### config.mk
export PLATFORM = sky130hd
export DESIGN_NAME = demux_memoria_buffer
export DESIGN_NICKNAME = d
export VERILOG_FILES = /design/src/rtl/demux_memoria_buffer.sv
export SDC_FILE = /design/constraint.sdc
export NUM_CORES = 1
export LEC_CHECK = 0
export ABC_CLOCK_PERIOD_IN_PS = 2100
export CAP_MARGIN = 20
export CORE_ASPECT_RATIO = 1.25
export CORE_UTILIZATION = 45
export DETAILED_ROUTE_END_ITERATION = 10
export PLACE_DENSITY = 0.74
export SYNTH_ARGS = -nofsm -noshare
export SYNTH_HDL_FRONTEND = slang
export SYNTH_SLANG_ARGS = --single-unit
### constraint.sdc
create_clock -name clk -period 2.1 [get_ports clk]
set_clock_uncertainty 0.1 [all_clocks]
set_input_delay 0.525 -clock clk [delete_from_list [all_inputs] [get_ports clk]]
set_output_delay 0.525 -clock clk [all_outputs]
set_load 0.01 [all_outputs]
### src/rtl/demux_memoria_buffer.sv
// rtl/demux_memoria_buffer.sv - 1:2 stream demux with a DEPTH-entry FIFO and registered head per lane
// Optional DEMUX_AUTO_SEL_EN: round-robin lane choice from an internal toggle instead of selector.
module demux_memoria_buffer #(
    parameter int DATA_W = 2,
    parameter int DEPTH  = 4,
    parameter int DROP_W = 8
) (
    input  logic              clk,
    input  logic              reset_L,
    input  logic [DATA_W-1:0] data_in,
    input  logic              valid_in,
    input  logic              selector,
    output logic              ready_out,
    output logic [DATA_W-1:0] data_out0,
    output logic              valid_out0,
    input  logic              ready_in0,
    output logic [DATA_W-1:0] data_out1,
    output logic              valid_out1,
    input  logic              ready_in1,
    output logic [DROP_W-1:0] drop_cnt
);

    localparam int PTR_W = (DEPTH > 1) ? $clog2(DEPTH) : 1;
    localparam int CNT_W = PTR_W + 1;

    typedef enum logic [1:0] {
        LANE_EMPTY   = 2'd0,
        LANE_PARTIAL = 2'd1,
        LANE_FULL    = 2'd2
    } lane_state_t;

    logic [DATA_W-1:0] mem        [2][DEPTH];
    logic [PTR_W-1:0]  wr_ptr     [2];
    logic [PTR_W-1:0]  rd_ptr     [2];
    logic [PTR_W-1:0]  rd_ptr_inc [2];
    logic [CNT_W-1:0]  count      [2];
    logic [CNT_W-1:0]  count_next [2];
    logic [DATA_W-1:0] head       [2];
    logic [DATA_W-1:0] head_next  [2];
    lane_state_t       lane_state [2];
    logic              lane_ready [2];
    logic              push       [2];
    logic              pop        [2];
    logic              lane_sel;
    logic              push_any;

`ifdef DEMUX_AUTO_SEL_EN
    logic toggle;

    always_ff @(posedge clk or negedge reset_L) begin
        if (!reset_L) begin
            toggle <= 1'b0;
        end else if (push_any) begin
            toggle <= ~toggle;
        end
    end

    assign lane_sel = toggle;
`else
    assign lane_sel = selector;
`endif

    assign lane_ready[0] = ready_in0;
    assign lane_ready[1] = ready_in1;

    // Lane state is a pure decode of the occupancy count.
    always_comb begin
        for (int l = 0; l < 2; l++) begin
            lane_state[l] = LANE_PARTIAL;
            if (count[l] == '0) begin
                lane_state[l] = LANE_EMPTY;
            end else if (count[l] == CNT_W'(DEPTH)) begin
                lane_state[l] = LANE_FULL;
            end
        end
    end

    // A full lane refuses input even if it pops this cycle.
    assign ready_out = (lane_state[lane_sel] != LANE_FULL);
    assign push_any  = valid_in && ready_out;

    always_comb begin
        for (int l = 0; l < 2; l++) begin
            push[l]       = push_any && (lane_sel == 1'(l));
            pop[l]        = (lane_state[l] != LANE_EMPTY) && lane_ready[l];
            rd_ptr_inc[l] = rd_ptr[l] + 1'b1;
            count_next[l] = count[l];
            head_next[l]  = head[l];
            case ({push[l], pop[l]})
                2'b10:   count_next[l] = count[l] + 1'b1;
                2'b01:   count_next[l] = count[l] - 1'b1;
                default: count_next[l] = count[l];
            endcase
            // The word being written only becomes head when nothing older remains.
            if (push[l] && ((count[l] == '0) || (pop[l] && count[l] == CNT_W'(1)))) begin
                head_next[l] = data_in;
            end else if (pop[l] && count[l] > CNT_W'(1)) begin
                head_next[l] = mem[l][rd_ptr_inc[l]];
            end
        end
    end

    always_ff @(posedge clk) begin
        for (int l = 0; l < 2; l++) begin
            if (push[l]) begin
                mem[l][wr_ptr[l]] <= data_in;
            end
        end
    end

    always_ff @(posedge clk or negedge reset_L) begin
        if (!reset_L) begin
            for (int l = 0; l < 2; l++) begin
                wr_ptr[l] <= '0;
                rd_ptr[l] <= '0;
                count[l]  <= '0;
                head[l]   <= '0;
            end
            drop_cnt <= '0;
        end else begin
            for (int l = 0; l < 2; l++) begin
                if (push[l]) begin
                    wr_ptr[l] <= wr_ptr[l] + 1'b1;
                end
                if (pop[l]) begin
                    rd_ptr[l] <= rd_ptr_inc[l];
                end
                count[l] <= count_next[l];
                head[l]  <= head_next[l];
            end
            if (valid_in && !ready_out && (drop_cnt != '1)) begin
                drop_cnt <= drop_cnt + 1'b1;
            end
        end
    end

    assign data_out0  = head[0];
    assign data_out1  = head[1];
    assign valid_out0 = (lane_state[0] != LANE_EMPTY);
    assign valid_out1 = (lane_state[1] != LANE_EMPTY);

endmodule
==> summary.md <==
| Metric | Value |
|---|---|
| Cell Rows | `27` |
| Final WS setup | `~0.10 ns` |
| Worst Path Arrival | `1.38 ns` |
| CORE AREA | `~4500 um2` |
| Max_cap viols | `0` |
| Final Critical Period | `roughly 2.0 ns` |
| Status | `complete, no violations` |
| Final Power | `approximately 3.4 mW` |
| Critical path capture point type | `primary output` |
| Most frequent cells in the layout | `26 x dfrtp_1, 18 x nand2_1, 18 x clkdlybuf4s50_1, 17 x ha_1` |
| Initial antenna violation count | `0` |
| Die area | `approximately 5000 um2` |
| Routed len/inst | `around 13 um` |
| DRC viols | `0` |
| Number of synthesized register bits | `42` |
| CTS clk-pin slew, worst paths | `~0.080 ns` |
| Largest area contributor in the netlist | `dfrtp_1` |
| Die X-Extent | `~63 um` |
| Worst Tran Pin Value | `~0.36 ns` |
| # port buffers | `22` |
| WHS | `0.4354 ns` |
| Power Density | `1267 nW/um2` |
| Crit path kind | `reg2out` |
| CTS tree | `done` |
| Rel. slew slack | `0.7551` |
| Number of global-route vias before repair | `about 1400` |
| Top post-synthesis cells by area | `dfrtp_1 31%, edfxtp_1 23%, ha_1 11%` |
| Fillers | `about 380` |
| Starting Density | `0.4728` |
| IO Count | `23` |
| Critical path required time | `about 1.5 ns` |
| Max Buffers Root-to-Sink | `2` |
| Final cell count without fillers | `~280` |
| Final wirelength | `about 3600 um` |
| Nets | `~250` |
| RSZ-0062 raised after global routing | `false` |
| Vias/cell | `approximately 5.1` |
| Register area share after synthesis | `0.5365` |
| Layout cells sized above 1 | `0.1591` |
| Reg area | `approximately 1100 um2` |
| First-pass DRT Iterations | `4` |
| DRT iter0 DRCs | `between 80 and 90` |
| Slew Viols, Final | `0` |
| Peak Freq | `roughly 500 MHz` |
| Mapped cell area | `roughly 2100 um2` |
| Mean Syn Cell Area | `between 10 and 15 um2` |
| Syn-to-layout area delta | `26.05%` |
| Leading cell type in the layout, fill and taps excluded | `dfrtp_1` |
| Endpoints failing hold | `0` |
| Synth cell types | `28` |
| DP Worst Slack | `-0.2990 ns` |
| DP HPWL | `around 2700 um` |
| Placer congestion estimate | `0.7467` |
| Syn nets | `approximately 200` |
| Final setup viols | `0` |
| Post-synth top area share | `0.3086` |
| Pin count of the biggest net entering global routing | `27` |
| Clock latency on the worst-skew pair | `approximately 0.3 ns` |
| Multi-input logic area | `around 960 um2` |
| TritonCTS Sinks | `42` |
| # diodes | `0` |
| Total CTS buffers | `5` |
| First-pass GRT wire length | `6306 um` |
| Die H | `slightly below 80 um` |
| H-tree levels | `2` |
| HP Class | `reg2reg` |
| Crit path max fanout | `3` |
| GRT Residual Overflow | `0` |
| P_leak | `about 1.1 nW` |
| Worst setup SP type | `flop` |
| Fin util | `0.5960` |
| Total track usage | `0.1690` |
| Number of instances in the placed design | `270` |
| Cells after synthesis | `~170` |
| Final period util | `0.9524` |
| Synthesis Warnings | `0` |
| CTS root buffer | `clkbuf_8` |
| VDD IR max | `654.1 uV` |
| Number of setup buffers added after CTS | `0` |
| Via count | `1407` |
| ANT nets after route | `0` |
[layer usage]
metal | vias up | GRT usage | part of all wire
met2 | 39 | 0.2914 | 0.50
met3 | 6 | 0.04360 | 0.042
met4 | 0 | 0.08182 | 0.021
met1 | 665 | 0.1934 | 0.43
met5 | - | 0 | 0
li1 | 697 | - | -
[layout make-up]
type,instances,share of cell area
Multi-Input combinational cell,121,0.3602
Sequential cell,42,0.4256
Clock buffer,5,0.02589
Inverter,11,0.01554
Clock inverter,3,0.01695
Timing Repair Buffer,38,0.1285
Tap cell,58,0.02731
[state kept, by name, indices dropped and copies added, names as in the netlist]
register,count
mem,16
data_out1,2
wr_ptr,4
rd_ptr,4
count,6
data_out0,2
drop_cnt,8
[final timing paths]
kind,start,to,slack (ns),cells after the start
max reg2reg,count[1]$_DFFE_PN0P_,count[2]$_DFFE_PN0P_,0.22,9
min,drop_cnt[0]$_DFFE_PN0P_,drop_cnt[0]$_DFFE_PN0P_,0.44,1
min in group asynchronous,reset_L,drop_cnt[2]$_DFFE_PN0P_,0.50,2
max in group asynchronous,reset_L,rd_ptr[0]$_DFFE_PN0P_,1.13,2
min reg2reg,drop_cnt[0]$_DFFE_PN0P_,drop_cnt[0]$_DFFE_PN0P_,0.44,1
max,count[1]$_DFFE_PN0P_,valid_out1,0.1,4
[cell usage after synthesis, drive strengths merged]
library cell and instances:
a21oi 8, a31oi 4, and2 13, and3 1, and4 2, dfrtp 26
edfxtp 16, ha 19, inv 11, mux2 2, mux2i 4, mux4 4
nand2 18, nand2b 3, nand3 5, nand4 2, nand4b 1, nor2 4
nor2b 3, nor3 2, o211ai 2, o21ai 7, o31ai 1, or3 1
xnor2 11, xor2 4
[through the flow]
step	cell area (um2)	setup TNS, ns
4_1_cts	2634	0
3_5_place_dp	2521	-3.044
3_3_place_gp	2521	-1.825
2_1_floorplan	2108	0
5_1_grt	2658	0
6_report	2658	0
[critical path, stage by stage, from the launching register on]
cell and delay (ns):
dfrtp_1 0.38, inv_1 0.11, ha_2 0.22, nand2b_1 0.07
dlygate4sd2_1 0.29
[what timing repair did]
action	in CTS	in global routing
setup endpoints to repair	3	4
gates cloned	0	0
gates resized for setup	5	7
hold buffers	0	0
[report_power, final]
part,internal [mW],switching (mW),total [mW]
registers,1.11,0.208,1.32
clock network,0.353,0.281,0.634
logic,0.764,0.650,1.41
total,2.23,1.14,3.37
[cell families (layout without fill, tap and decap cells)]
family,count (synthesis),count (layout),share of synthesized area
AO/OA/AOI/OAI,22,22,0.05994
flip-flops,42,42,0.5365
AND/OR/NAND/NOR,55,55,0.1365
buffers and inverters,11,57,0.01958
multiplexers,10,10,0.07241
adder cells (fa/ha/maj),19,19,0.1128
XOR/XNOR,15,15,0.06231
Power figures use the tool's default switching activity.
